<file path="src/rtl/uvmt_apb_st_fanout_pkg.sv">
// Shared types and helpers for the APB fan-out bridge.
package uvmt_apb_st_fanout_pkg;

  // Transfer FSM states
  typedef enum logic [1:0] {
    ST_IDLE   = 2'd0,
    ST_SETUP  = 2'd1,
    ST_ACCESS = 2'd2,
    ST_RESP   = 2'd3
  } fanout_state_t;

  // Width of the saturating error-response counter
  localparam int ERR_CNT_W = 16;

  // Slave index width: at least one bit so a single-slave bridge still
  // has an address bit that selects the (unmapped) second window.
  function automatic int calc_idx_w(input int num_slv);
    return (num_slv <= 1) ? 1 : $clog2(num_slv);
  endfunction

endpackage

</file>
<file path="src/rtl/uvmt_apb_st_fanout_dec.sv">
// Address decoder: maps paddr to a slave index and flags unmapped addresses.
module uvmt_apb_st_fanout_dec
  import uvmt_apb_st_fanout_pkg::*;
#(
  parameter int ADDR_WIDTH = 32,
  parameter int NUM_SLV    = 4,
  parameter int WIN_BITS   = 12,
  localparam int IDX_W     = calc_idx_w(NUM_SLV)
) (
  input  logic [ADDR_WIDTH-1:0] i_paddr,
  output logic [IDX_W-1:0]      o_idx,
  output logic                  o_dec_err
);

  localparam int HI_LSB = WIN_BITS + IDX_W;

  logic [IDX_W-1:0] w_idx;
  logic             w_hi_set;

  assign w_idx = i_paddr[WIN_BITS +: IDX_W];

  // Any address bit above the index field lands outside every window.
  generate
    if (HI_LSB < ADDR_WIDTH) begin : g_hi
      assign w_hi_set = |i_paddr[ADDR_WIDTH-1:HI_LSB];
    end else begin : g_no_hi
      assign w_hi_set = 1'b0;
    end
  endgenerate

  assign o_idx     = w_idx;
  assign o_dec_err = w_hi_set || ({{(32-IDX_W){1'b0}}, w_idx} >= 32'(NUM_SLV));

endmodule

</file>
<file path="src/rtl/uvmt_apb_st_fanout_bridge.sv">
// APB fan-out bridge: one upstream completer port to NUM_SLV downstream
// requester ports, with decode-error, timeout and a saturating error count.
module uvmt_apb_st_fanout_bridge
  import uvmt_apb_st_fanout_pkg::*;
#(
  parameter int ADDR_WIDTH     = 32,
  parameter int DATA_WIDTH     = 32,
  parameter int NUM_SLV        = 4,
  parameter int WIN_BITS       = 12,
  parameter int TIMEOUT_CYCLES = 16,
  parameter int ERR_WIDTH      = ERR_CNT_W
) (
  input  logic                          clk,
  input  logic                          reset_n,
  input  logic [ADDR_WIDTH-1:0]         m_paddr,
  input  logic                          m_psel,
  input  logic                          m_penable,
  input  logic                          m_pwrite,
  input  logic [DATA_WIDTH-1:0]         m_pwdata,
  output logic                          m_pready,
  output logic                          m_pslverr,
  output logic [DATA_WIDTH-1:0]         m_prdata,
  output logic [ADDR_WIDTH-1:0]         s_paddr,
  output logic                          s_pwrite,
  output logic [DATA_WIDTH-1:0]         s_pwdata,
  output logic [NUM_SLV-1:0]            s_psel,
  output logic                          s_penable,
  input  logic [NUM_SLV-1:0]            s_pready,
  input  logic [NUM_SLV-1:0]            s_pslverr,
  input  logic [NUM_SLV*DATA_WIDTH-1:0] s_prdata,
  output logic [ERR_WIDTH-1:0]          err_count
);

  localparam int IDX_W = calc_idx_w(NUM_SLV);
  localparam int TMO_W = (TIMEOUT_CYCLES < 2) ? 1 : $clog2(TIMEOUT_CYCLES);
  localparam logic [TMO_W-1:0] TMO_LAST = TMO_W'((TIMEOUT_CYCLES > 0) ? TIMEOUT_CYCLES - 1 : 0);

  fanout_state_t r_state, w_state_next;
  logic [IDX_W-1:0]      r_idx, w_idx_next;
  logic [TMO_W-1:0]      r_tmo, w_tmo_next;
  logic [ADDR_WIDTH-1:0] r_s_paddr, w_s_paddr_next;
  logic                  r_s_pwrite, w_s_pwrite_next;
  logic [DATA_WIDTH-1:0] r_s_pwdata, w_s_pwdata_next;
  logic [NUM_SLV-1:0]    r_s_psel, w_s_psel_next;
  logic                  r_s_penable, w_s_penable_next;
  logic                  r_m_pready, w_m_pready_next;
  logic                  r_m_pslverr, w_m_pslverr_next;
  logic [DATA_WIDTH-1:0] r_m_prdata, w_m_prdata_next;
  logic [ERR_WIDTH-1:0]  r_err_count, w_err_count_next;
  logic                  w_err_event;

  logic [IDX_W-1:0]      w_dec_idx;
  logic                  w_dec_err;
  logic [NUM_SLV-1:0]    w_dec_onehot;
  logic [DATA_WIDTH-1:0] w_rdata_arr [NUM_SLV];
  logic                  w_sel_pready;
  logic                  w_sel_pslverr;
  logic [DATA_WIDTH-1:0] w_sel_prdata;

  uvmt_apb_st_fanout_dec #(
    .ADDR_WIDTH (ADDR_WIDTH),
    .NUM_SLV    (NUM_SLV),
    .WIN_BITS   (WIN_BITS)
  ) u_dec (
    .i_paddr   (m_paddr),
    .o_idx     (w_dec_idx),
    .o_dec_err (w_dec_err)
  );

  genvar gi;
  generate
    for (gi = 0; gi < NUM_SLV; gi++) begin : g_slv
      assign w_dec_onehot[gi] = (w_dec_idx == IDX_W'(gi));
      assign w_rdata_arr[gi]  = s_prdata[gi*DATA_WIDTH +: DATA_WIDTH];
    end
  endgenerate

  // Pick the response of the slave owning the current transfer; others are ignored.
  always_comb begin
    w_sel_pready  = 1'b0;
    w_sel_pslverr = 1'b0;
    w_sel_prdata  = '0;
    for (int i = 0; i < NUM_SLV; i++) begin
      if (r_idx == IDX_W'(i)) begin
        w_sel_pready  = s_pready[i];
        w_sel_pslverr = s_pslverr[i];
        w_sel_prdata  = w_rdata_arr[i];
      end
    end
  end

  // Next-state and next-output logic for the transfer FSM.
  always_comb begin
    w_state_next     = r_state;
    w_idx_next       = r_idx;
    w_tmo_next       = r_tmo;
    w_s_paddr_next   = r_s_paddr;
    w_s_pwrite_next  = r_s_pwrite;
    w_s_pwdata_next  = r_s_pwdata;
    w_s_psel_next    = r_s_psel;
    w_s_penable_next = r_s_penable;
    w_m_pready_next  = 1'b0;
    w_m_pslverr_next = r_m_pslverr;
    w_m_prdata_next  = r_m_prdata;
    w_err_event      = 1'b0;
    unique case (r_state)
      ST_IDLE: begin
        if (m_psel && !m_penable) begin
          w_s_paddr_next  = m_paddr;
          w_s_pwrite_next = m_pwrite;
          w_s_pwdata_next = m_pwdata;
          w_idx_next      = w_dec_idx;
          if (w_dec_err) begin
            w_state_next     = ST_RESP;
            w_m_pready_next  = 1'b1;
            w_m_pslverr_next = 1'b1;
            w_m_prdata_next  = '0;
            w_err_event      = 1'b1;
          end else begin
            w_state_next  = ST_SETUP;
            w_s_psel_next = w_dec_onehot;
          end
        end
      end
      ST_SETUP: begin
        w_state_next     = ST_ACCESS;
        w_s_penable_next = 1'b1;
        w_tmo_next       = '0;
      end
      ST_ACCESS: begin
        if (w_sel_pready) begin
          w_state_next     = ST_RESP;
          w_s_psel_next    = '0;
          w_s_penable_next = 1'b0;
          w_m_pready_next  = 1'b1;
          w_m_pslverr_next = w_sel_pslverr;
          w_m_prdata_next  = r_s_pwrite ? '0 : w_sel_prdata;
          w_err_event      = w_sel_pslverr;
        end else if ((TIMEOUT_CYCLES != 0) && (r_tmo == TMO_LAST)) begin
          w_state_next     = ST_RESP;
          w_s_psel_next    = '0;
          w_s_penable_next = 1'b0;
          w_m_pready_next  = 1'b1;
          w_m_pslverr_next = 1'b1;
          w_m_prdata_next  = '0;
          w_err_event      = 1'b1;
        end else begin
          w_tmo_next = r_tmo + 1'b1;
        end
      end
      ST_RESP: begin
        w_state_next = ST_IDLE;
      end
      default: begin
        w_state_next = ST_IDLE;
      end
    endcase
    w_err_count_next = (w_err_event && (r_err_count != '1)) ? r_err_count + 1'b1 : r_err_count;
  end

  // State and output registers with synchronous active-low reset.
  always_ff @(posedge clk) begin
    if (!reset_n) begin
      r_state     <= ST_IDLE;
      r_idx       <= '0;
      r_tmo       <= '0;
      r_s_paddr   <= '0;
      r_s_pwrite  <= 1'b0;
      r_s_pwdata  <= '0;
      r_s_psel    <= '0;
      r_s_penable <= 1'b0;
      r_m_pready  <= 1'b0;
      r_m_pslverr <= 1'b0;
      r_m_prdata  <= '0;
      r_err_count <= '0;
    end else begin
      r_state     <= w_state_next;
      r_idx       <= w_idx_next;
      r_tmo       <= w_tmo_next;
      r_s_paddr   <= w_s_paddr_next;
      r_s_pwrite  <= w_s_pwrite_next;
      r_s_pwdata  <= w_s_pwdata_next;
      r_s_psel    <= w_s_psel_next;
      r_s_penable <= w_s_penable_next;
      r_m_pready  <= w_m_pready_next;
      r_m_pslverr <= w_m_pslverr_next;
      r_m_prdata  <= w_m_prdata_next;
      r_err_count <= w_err_count_next;
    end
  end

  assign m_pready  = r_m_pready;
  assign m_pslverr = r_m_pslverr;
  assign m_prdata  = r_m_prdata;
  assign s_paddr   = r_s_paddr;
  assign s_pwrite  = r_s_pwrite;
  assign s_pwdata  = r_s_pwdata;
  assign s_psel    = r_s_psel;
  assign s_penable = r_s_penable;
  assign err_count = r_err_count;

endmodule

</file>
<file path="config.mk">
export PLATFORM = sky130hd
export DESIGN_NAME = uvmt_apb_st_fanout_bridge
export DESIGN_NICKNAME = d
export VERILOG_FILES = /design/src/rtl/uvmt_apb_st_fanout_pkg.sv /design/src/rtl/uvmt_apb_st_fanout_dec.sv /design/src/rtl/uvmt_apb_st_fanout_bridge.sv
export SDC_FILE = /design/constraint.sdc
export NUM_CORES = 1
export LEC_CHECK = 0
export ABC_CLOCK_PERIOD_IN_PS = 7100
export CAP_MARGIN = 20
export CORE_AREA = 2 2 126 128
export CTS_BUF_LIST = sky130_fd_sc_hd__clkbuf_4
export DETAILED_ROUTE_END_ITERATION = 12
export DIE_AREA = 0 0 128 130
export PLACE_DENSITY = 0.76
export SYNTH_ARGS = -nofsm -noshare
export SYNTH_HDL_FRONTEND = slang
export SYNTH_SLANG_ARGS = --single-unit
export TNS_END_PERCENT = 50
</file>
<file path="constraint.sdc">
create_clock -name clk -period 7.1 [get_ports clk]
set_input_delay 1.42 -clock clk [delete_from_list [all_inputs] [get_ports clk]]
set_output_delay 1.42 -clock clk [all_outputs]
set_load 0.01 [all_outputs]
</file>
Word level (Yosys, flattened, before mapping)

Cells that the tools add are included.

Register bits after elaboration: 128

Add/subtract/negate cells: 2
Equality and inequality tests: 17
Mux-type cells: 46
Reduce and logical (&&, ||, !) cells: 15

Operators by type and width:

| operator                                                        | number |
|---|---|
| 32-bit 2-to-1 mux                                               | 9 |
| 32-bit case mux with 2 select lines                             | 1 |
| 4-bit 2-to-1 mux                                                | 6 |
| 1-bit 2-to-1 mux                                                | 19 |
| 18-bit OR reduction                                             | 1 |
| 16-bit by 1-bit adder with 16-bit output, second input constant | 1 |
| 16-bit != test, second input constant                           | 1 |
| 4-bit case mux with 2 select lines                              | 2 |
| 2-bit == test, second input constant                            | 6 |
| 2-bit 2-to-1 mux                                                | 4 |
| 2-bit != test, second input constant                            | 4 |
| 1-bit case mux with 2 select lines                              | 4 |
| 2-bit case mux with 4 select lines                              | 1 |
| 4-bit AND reduction                                             | 2 |
| 2-bit by 1-bit == test with 1-bit output, second input constant | 3 |
| 2-bit zero test                                                 | 3 |
| 2-bit AND reduction                                             | 3 |
| 4-bit by 1-bit adder with 4-bit output, second input constant   | 1 |
| 4-bit == test, second input constant                            | 1 |
| 2-bit nonzero test                                              | 2 |
| 3-bit != test, second input constant                            | 1 |
| 3-bit AND reduction                                             | 1 |
| 1-bit logical AND                                               | 2 |
| 2-bit by 1-bit != test with 1-bit output, second input constant | 1 |
| 1-bit zero test                                                 | 1 |

Logic depth before layout (Yosys ltp)

Depth after elaboration: 8
Gate-level depth with buffers: 10
Mapped depth without buffers: 8

Cells and area by module

From an unflattened synthesis, not the netlist that was laid out.

Cells, all modules: 656
Area total of the unflattened synthesis: 5796.8 µm²

By module, submodules not included:

| module                    | instances | cells an instance | area each (µm²) | sequential area each (µm²) |
|---|---|---|---|---|
| uvmt_apb_st_fanout_bridge | 1         | 648               | 5743.0          | 2562.5 |
| uvmt_apb_st_fanout_dec    | 1         | 8                 | 53.8            | 0.0 |

Least setup slack after synthesis

OpenSTA, ideal clock, no wires.

Kind: input to register
From: input s_pready[3]
To: register r_err_count[13], in the netlist err_count[13]
Arrival: 3.123 ns
Required time: 7.030 ns
Setup slack: 3.906 ns
Stages: 7
Path buffers: 1
Cells stage by stage: mux4_2 mux2_4 nand2_4 a21o_1 buf_6 or4_1 a21oi_1

Word-level cells in the longest chain between the ends: 4

RTL lines:

| element                            | RTL line                         | source |
|---|---|---|
| start: declaration                 | uvmt_apb_st_fanout_bridge.sv:28  | `input logic [NUM_SLV-1:0] s_pready,` |
| 1-bit 2-to-1 mux                   | uvmt_apb_st_fanout_bridge.sv:84  | `if (r_idx == IDX_W'(i)) begin` |
| 1-bit 2-to-1 mux                   | uvmt_apb_st_fanout_bridge.sv:131 | `if (w_sel_pready) begin` |
| 1-bit case mux with 2 select lines | uvmt_apb_st_fanout_bridge.sv:106 | `unique case (r_state)` |
| 1-bit logical AND                  | uvmt_apb_st_fanout_bridge.sv:158 | `w_err_count_next = (w_err_event && (r_err_count != '1)) ? r_err_count + 1'b1 : r_err_count;` |
| end signal: assignment             | uvmt_apb_st_fanout_bridge.sv:188 | `r_err_count <= w_err_count_next;` |
| end: declaration                   | uvmt_apb_st_fanout_bridge.sv:49  | `logic [ERR_WIDTH-1:0] r_err_count, w_err_count_next;` |

Every way passes these cells.
A chain may end at the register's enable or synchronous reset.

Worst setup path in the final report

From: input m_paddr[15]
To: register r_m_prdata[10], in the netlist m_prdata[10]

Word-level cells in the longest chain between the ends: 3

RTL lines:

| element                                                   | RTL line                         | source |
|---|---|---|
| start: declaration                                        | uvmt_apb_st_fanout_bridge.sv:15  | `input logic [ADDR_WIDTH-1:0] m_paddr,` |
| 18-bit OR reduction                                       | uvmt_apb_st_fanout_dec.sv:25     | `assign w_hi_set = \|i_paddr[ADDR_WIDTH-1:HI_LSB];` |
| 2-bit by 1-bit != test with 1-bit output (no source line) | n/a                              |  |
| 4-bit AND reduction (no source line)                      | n/a                              |  |
| end signal: assignment                                    | uvmt_apb_st_fanout_bridge.sv:187 | `r_m_prdata <= w_m_prdata_next;` |
| end: declaration                                          | uvmt_apb_st_fanout_bridge.sv:48  | `logic [DATA_WIDTH-1:0] r_m_prdata, w_m_prdata_next;` |

Every way passes these cells.

==> results.md <==
- Synth Instances: 649
- Leakage power total: 3.21 nW
- Arrival @ worst endpoint: 3.87 ns
- Worst-path cell with the longest stage delay: o21ai_1
- Post-route standard cell area excluding fillers: 0.00936 mm^2
- Placer congestion estimate: a little over 0.8
- Skew-Pair Late Insertion Delay: 0.52 ns
- Number of max-cap violations: 0
- Drt total wl: 18900 um
- Setup skew after layout: 0.0151 ns
- Share of the clock period used by the worst path after layout: about half
- Portion of the post-synthesis area used by sequential elements: 44.8%
- CTS clk-pin slew, worst paths: 0.11 ns
- Number of standard-cell rows in the floorplan: 46
- GRT Overall Usage: between 20% and 30%
- Maximum count of clock buffers along a single path: 2
- Starting density of the core: 36.5%
- Final #Nets: 1162
- Final global-route overflow total: 0
- Req. time, crit path: 7.50 ns
- Count of cells resized by post-cts repair: 0
- Mean routed wirelength per cell: 16.3 um
- Cell occurring most often along the worst timing path: nand3_1
- Area added between synthesis and finish: 66.1%
- Highest achievable clock rate: 0.288 GHz
- Number of max-slew violations in the final report: 0
- Die area: 0.0166 mm^2
- Via density per instance: 5.04
- CTS hold repair buffers: 0
- Largest net degree at the start of global routing: slightly above 90
- Num CTS Buffers: 17
- Final count of hold timing violations: 0
- Start point of the critical path: m_paddr[15]
- Antenna violations before repair: 2
- Depth of the worst register-to-register path: 7
- Unrepaired setup endpoints after global routing: no
- Asr flop ratio synth: 0%
- Number of H-tree levels: 4
- Worst hold path class: flip-flop to flip-flop
- Power density over cell area: 217 mW/mm^2
- Final total negative setup slack: 0 ns
- Drt initial violations: 273
- Beginning of the worst register-to-register path: r_idx[0]
- Die X: 128 um
- Total iterations of the first detailed-routing run: 4
- Vias: 5844
- Number of nets in the synthesized netlist: 859
- Critical path class: input port to flip-flop
- Half-perimeter wire length after placement: 14000 um
- Critical path destination: m_prdata[10]
- Clock root buffer master: clkbuf_4
- Maximum fanout along the worst path: 66
- RR Endpoint: err_count[15]
- Total of endpoints with negative setup slack in the final report: 0
- Core occupancy in the finished layout: 60.7%
- Tmin final: about 3.5 ns
- Ordered cell list for the critical path: clkdlybuf4s50_1 -> nor4_1 -> nand3_1 -> o21ai_1 -> a21oi_4 -> buf_4 -> nand3_1 -> o21ai_0
- Max VDD drop: 106 uV
- Number of placed instances with taps included: ~1100
- Commonest cells after routing, fill and taps aside: 324 x clkdlybuf4s50_1, 178 x nand2_1, 125 x dfxtp_1, 83 x a21oi_1, 42 x nand3_1
- Detailed-route DRC error count: 0
- Vias in the first global route: roughly 5500
- Post-placement cell area: 0.00901 mm^2
- FF-to-FF setup slack: 4.15 ns
- Flop and latch count out of synthesis: 126
- Boundary pin count: 325
- Number of enable flip-flop cells after synthesis: 0
- Clock tree sinks: 126
- Most common library cell in the layout ignoring fill and taps: clkdlybuf4s50_1
- Status: finished, final reports clean
- Count of nets left with antenna violations after detail routing: 0
- Endpoint kind of the worst setup timing path: flip-flop
- Area of the mapped netlist: 0.00563 mm^2
- CP startpoint kind: input port
- Actual transition at the worst max-transition pin: 1.01 ns
- Global-route wire length before repair: 28400 um
- Distinct cell type count after synthesis: 37
- Worst slack on hold paths: between 0.4 and 0.5 ns
- # Post-CTS Setup Buffers: 0
- TritonCTS clock tree: built
- Worst path max stage delay: 0.63 ns
- Floorplan Core Area: 0.0154 mm^2
- Share of cells above drive strength 1: 8.81%
- Die span in y: 130 um
- Post-route insts no fill: 1160
- Synth warn: 0
- Predominant post-synthesis flop cell: dfxtp_1
- Port Buffer Count: 324
- Mean instance size in the synthesized netlist: 8.68 um^2
- Rel. slew slack: 32.5%
through the flow:
step                setup WS [ns]  power, mW
finish                       3.63       2.03
global placement             3.17       1.45
floorplan                    3.91       1.16
CTS                          3.65       2.06
global route                 3.49       2.15
detailed placement           3.04       1.46
where the power goes:
part	internal, mW	switching (mW)	leakage [nW]
sequential	0.770	0.0345	1.02
combinational	0.319	0.319	2.00
clock	0.325	0.264	0.187
total	1.41	0.618	3.21
layer usage:
| metal | routed length (um) | track usage (%) |
|---|---|---|
| met1 | 7400 | 25.3 |
| met2 | 9320 | 37.0 |
| met3 | 1780 | 9.23 |
| met4 | 413 | 9.05 |
| met5 | 0 | 0 |
Yosys cell counts, types with 7 or more instances:
master | instances | area, um^2
dfxtp_1 | 126 | 2520
mux4_2 | 34 | 766
buf_1 | 7 | 26.3
nor2_1 | 19 | 71.3
nor3_1 | 7 | 35.0
nand2_1 | 178 | 668
a21oi_1 | 84 | 420
nand3_1 | 42 | 210
clkbuf_1 | 37 | 139
o21ai_0 | 39 | 195
and3_1 | 7 | 43.8
nand2b_1 | 7 | 43.8
flip-flops by register name (all words and copies together) (netlist names), 2 cells and up:
| name | cells |
|---|---|
| r_state | 2 |
| s_paddr | 31 |
| r_tmo | 4 |
| err_count | 16 |
| s_pwdata | 32 |
| m_prdata | 32 |
| s_psel | 4 |
cell families after synthesis:
kind of cell / synth area share (%)
compound gates: 12.7
mux: 14.9
fa+ha+maj: 1.11
buf+inv: 3.91
simple gates: 21.7
flops: 44.8
xor+xnor: 0.933
cell type report:
cell class	instances	area, um^2
diodes	3	7.51
clock buffers	20	150
clock inverters	12	191
fillers	1359	6070
inverters	7	26.3
multi-input cells	468	2910
flip-flops and latches	126	2520
well taps	192	240
repair buffers	332	3300
worst max-delay path, delay by kind of cell:
kind,cells,cell delay (ns)
AND/OR/NAND/NOR,3,0.85
AO/OA/AOI/OAI,3,0.81
buffers and inverters,2,0.74
worst min path at each step:
| stage | cells after the start | endpoint | slack, ns | startpoint |
|---|---|---|---|---|
| floorplan | 2 | r_tmo[0] | 0.46 | r_tmo[0] |
| global placement | 2 | s_pwdata[5] | 0.44 | s_pwdata[5] |
| detailed placement | 2 | s_psel[0] | 0.45 | s_psel[0] |
| CTS | 2 | s_paddr[6] | 0.46 | s_paddr[6] |
| global route | 2 | s_pwdata[10] | 0.48 | s_pwdata[10] |
| finish | 2 | s_pwdata[21] | 0.46 | s_pwdata[21] |
Note: power is estimated with default switching activity, not from simulation.
==> patch 1 (config.mk and constraints unchanged) <==
The package constant `ERR_CNT_W` goes from 16 to 20.
--- a/src/rtl/uvmt_apb_st_fanout_pkg.sv
+++ b/src/rtl/uvmt_apb_st_fanout_pkg.sv
@@ -12,3 +12,3 @@
   // Width of the saturating error-response counter
-  localparam int ERR_CNT_W = 16;
+  localparam int ERR_CNT_W = 20;
 
Interface: changed (resized err_count); port bits go from 325 to 329. The function was not compared with the original's and may differ.
==> patch 1 against the original RTL <==
Synthesized cell count is 6.8% higher; register-to-register slack better by 0.15 ns; first-iteration DRC count is 68% higher; sequential cell count is 4 higher; total power is 1.3% lower; routed wire length is 2.3% higher; count of clock-buffer cells in the layout stayed put; area after synthesis is 9.9% higher; setup slack worse by 0.070 ns; sequential share of layout area is 0.53 points lower; cell area is 5.3% higher; global-route usage is 1.0 points higher; critical path type is now reg -> out; critical endpoint is now s_paddr[12].
==> patch 1: results (changes against the original RTL) <==
[critical_path]
rr_worst_depth = 10  ; +3
path_max_fanout = 34  ; -48%
arrival_ns = 2.12  ; -1.75 ns
r2r_slack_ns = 4.30  ; +0.15 ns

[global_routing]
grt_pass1_vias = 5845  ; +6.3%
grtUsageTotal = 0.2319  ; +0.01046
grt_use_met1 = 0.2821  ; +0.02921
antenna_found_initial = 1  ; -1
grtUsageMet2 = 0.3822  ; +0.01258

[layout]
n_antenna_cell = 1  ; -2
nNonClkBuffers = 337  ; +1.5%
nFillCells = 1321  ; -2.8%
drive_above_1_share = 0.08631  ; -0.001773
buffer_area_frac = 0.3398  ; -0.01331
seqCellArea_um2 = 2604  ; +3.2%
multi_input_comb_cells = 505  ; +7.9%
stdcell_count = 1201  ; +3.5%
clk_share = 0.02694  ; -0.009574
multi_input_area_um2 = 3359  ; +15%
area_growth_pct = 59.09

[pwr]
p_comb_mw = 0.678  ; +6.1%
p_leak_nw = 3.320  ; +3.5%
switchingPower_mw = 0.6140  ; -0.57%

[detailed_routing]
route.met2.wl_um = 9514  ; +2.1%
vias_per_cell = 5.047  ; +0.17%
m1WireLength_um = 7869  ; +6.4%

[synthesis]
syn_inst = 693  ; +6.8%
syn_nets = 903  ; +5.1%
synthTopCellsByArea = dfxtp_1 42%, nand2_1 14%, mux4_2 12%, mux2i_1 9.5%, a21oi_1 5.7%
synth_common_cells = 234 x nand2_1, 130 x dfxtp_1, 71 x a21oi_1, 59 x mux2i_1, 40 x clkbuf_1

[min_path]
hold_path_startpoint = s_paddr[18]
hold_path_end = s_paddr[18]

[status]
status = finished clean

-- patch 1: how the worst max path moves through the flow --
stage	startpoint	end	slack, ns	depth (start not counted)
6_report	r_idx[0]	s_paddr[12]	3.56	2
5_1_grt	r_idx[0]	s_paddr[12]	3.36	2
4_1_cts	r_idx[0]	s_paddr[12]	3.45	2
3_5_place_dp	m_penable	m_prdata[28]	3.09	9
3_3_place_gp	m_penable	m_prdata[19]	3.15	9
2_1_floorplan	s_pready[3]	err_count[11]	4.12	6
-- patch 1: cell families (layout without fill, tap and decap cells) --
kind of cell	after synthesis	after routing	synth area share
AND/OR/NAND/NOR	302	302	0.2088
other	0	1	0
AO/OA/AOI/OAI	104	104	0.09844
flip-flops	130	130	0.4205
adder cells (fa/ha/maj)	5	5	0.01011
buffers and inverters	58	373	0.04063
multiplexers	94	94	0.2215
-- patch 1: critical path, stage by stage (launching register included) --
cell             delay (ns)
dfxtp_2                0.41
buf_4                  0.53
clkdlybuf4s50_1        0.66
==> patch 2 (same settings) <==
Without the edit above. `r_s_paddr`, `r_s_pwdata` and `r_m_prdata` no longer have a reset.
--- a/src/rtl/uvmt_apb_st_fanout_bridge.sv
+++ b/src/rtl/uvmt_apb_st_fanout_bridge.sv
@@ -166,5 +166,3 @@
       r_tmo       <= '0;
-      r_s_paddr   <= '0;
       r_s_pwrite  <= 1'b0;
-      r_s_pwdata  <= '0;
       r_s_psel    <= '0;
@@ -173,3 +171,2 @@
       r_m_pslverr <= 1'b0;
-      r_m_prdata  <= '0;
       r_err_count <= '0;
@@ -179,5 +176,3 @@
       r_tmo       <= w_tmo_next;
-      r_s_paddr   <= w_s_paddr_next;
       r_s_pwrite  <= w_s_pwrite_next;
-      r_s_pwdata  <= w_s_pwdata_next;
       r_s_psel    <= w_s_psel_next;
@@ -186,5 +181,10 @@
       r_m_pslverr <= w_m_pslverr_next;
-      r_m_prdata  <= w_m_prdata_next;
       r_err_count <= w_err_count_next;
     end
+  end
+
+  always_ff @(posedge clk) begin
+    r_s_paddr  <= w_s_paddr_next;
+    r_s_pwdata <= w_s_pwdata_next;
+    r_m_prdata <= w_m_prdata_next;
   end
Behaviour: not the same (Yosys sat finds a counterexample within 4 cycles, from zero or initial values and one cycle with reset_n low).
==> patch 2 against the original RTL <==
Routed wire length is 0.84% lower; area after synthesis is 1.5% higher; critical path depth is 2 lower; worst hold slack better by 0.027 ns; combinational power is 6.6% higher; total power is 7.5% higher; cell area is 0.92% higher; via count is 20% lower; global-route usage is 0.30 points lower; maximum frequency is 2.6% higher; setup slack better by 0.087 ns; sequential cell count is 2 higher; core utilization is 0.56 points higher; largest cell class is now flip-flops and latches.
==> patch 2: results (changes against the original RTL) <==
[synthesis]
synth_mux_area_frac = 0.1716  ; +0.02225
synth.distinct_cells = 43  ; +16%
synth-xor-area-share = 0  ; -0.009331
synth_common_cells = 96 x edfxtp_1, 39 x nand2_1, 34 x mux4_2, 32 x dfxtp_1, 32 x nor2b_1
synth_compound_area_frac = 0.05667  ; -0.06996

[sta]
relSlewSlack = 0.3807  ; +0.05570

[pwr]
vdd_drop_max_uv = 132.4  ; +25%
power_clock_mw = 0.496  ; -16%
p_comb_mw = 0.681  ; +6.6%

[critical_path]
rr_worst_depth = 4  ; -3
path_max_fanout = 27  ; -59%
worst_r2r_endpoint = m_prdata[25]
setup.worst_path.start = m_paddr[29]
arrival_ns = 3.68  ; -0.19 ns
r2r-start = r_idx[1]

[min_path]
hold_path_end = s_psel[3]
hold_path_startpoint = s_psel[3]

[placement]
gp_congestion = 0.8990  ; +8.4%
hpwlAfterDp_um = 14450  ; +3.2%

[global_routing]
antenna_found_initial = 1  ; -1
grt_pass1_vias = 4690  ; -15%
grt_max_degree = 68  ; -26%
grt_pass1_wl_um = 26870  ; -5.5%
grtUsageTotal = 0.2184  ; -0.003045

[layout]
drive_above_1_share = 0.1161  ; +0.02804
nets = 929  ; -20%

[status]
status = finished clean

[detailed_routing]
vias_per_cell = 5.080  ; +0.84%
wl_per_cell_um = 20.26  ; +24%

patch 2: changes by cell type in the layout (fill, tap and decap cells not counted), moves of 32 or more:
cell / delta
a21oi_1: -71
nand2_1: -139
nand3_1: -32
edfxtp_1: +96
dfxtp_1: -95
o21ai_0: -35
patch 2: area by class of cell:
| class | instances | area, um2 | share of cell area |
|---|---|---|---|
| Sequential cell | 128 | 3526 | 0.3734 |
| Timing Repair Buffer | 328 | 3286 | 0.3480 |
| Multi-Input combinational cell | 235 | 2077 | 0.2200 |
| Tap cell | 192 | 240.2 | 0.02544 |
| Clock inverter | 14 | 141.4 | 0.01497 |
| Clock buffer | 18 | 135.1 | 0.01431 |
| Inverter | 9 | 33.78 | 0.003578 |
| Antenna cell | 1 | 2.502 | 0.0002650 |
patch 2: routing by layer:
metal / vias up / global-route usage / share of wire
met3: 31 / 0.06724 / 0.066
met1: 2308 / 0.2530 / 0.38
met4: 0 / 0.08597 / 0.025
met5: - / 0 / 0
met2: 198 / 0.3816 / 0.53
li1: 2162 / - / -
patch 2: critical path, delay by kind of cell:
| kind | cells | cell delay, ns |
|---|---|---|
| AOI/OAI and AO/OA | 2 | 1.00 |
| and+or+nand+nor | 2 | 0.55 |
| buffers and inverters | 2 | 0.69 |
patch 2: cells by family after synthesis:
logic type / count (synthesis)
adder cells (fa/ha/maj): 5
flip-flops: 128
AO/OA/AOI/OAI: 44
AND/OR/NAND/NOR: 131
multiplexers: 55
buffers and inverters: 29
patch 2: metrics by stage:
stage	std cells	worst slack [ns]	utilization	hold slack [ns]	area [um2]
CTS	923	3.613	0.6106	0.4916	9419
detailed placement	891	3.007	0.5927	0.4669	9143
global route	925	3.553	0.6121	0.5236	9442
global placement	891	3.042	0.5927	0.4546	9143
floorplan	392	1.319	-	0.4491	5718
finish	925	3.714	0.6121	0.4855	9442
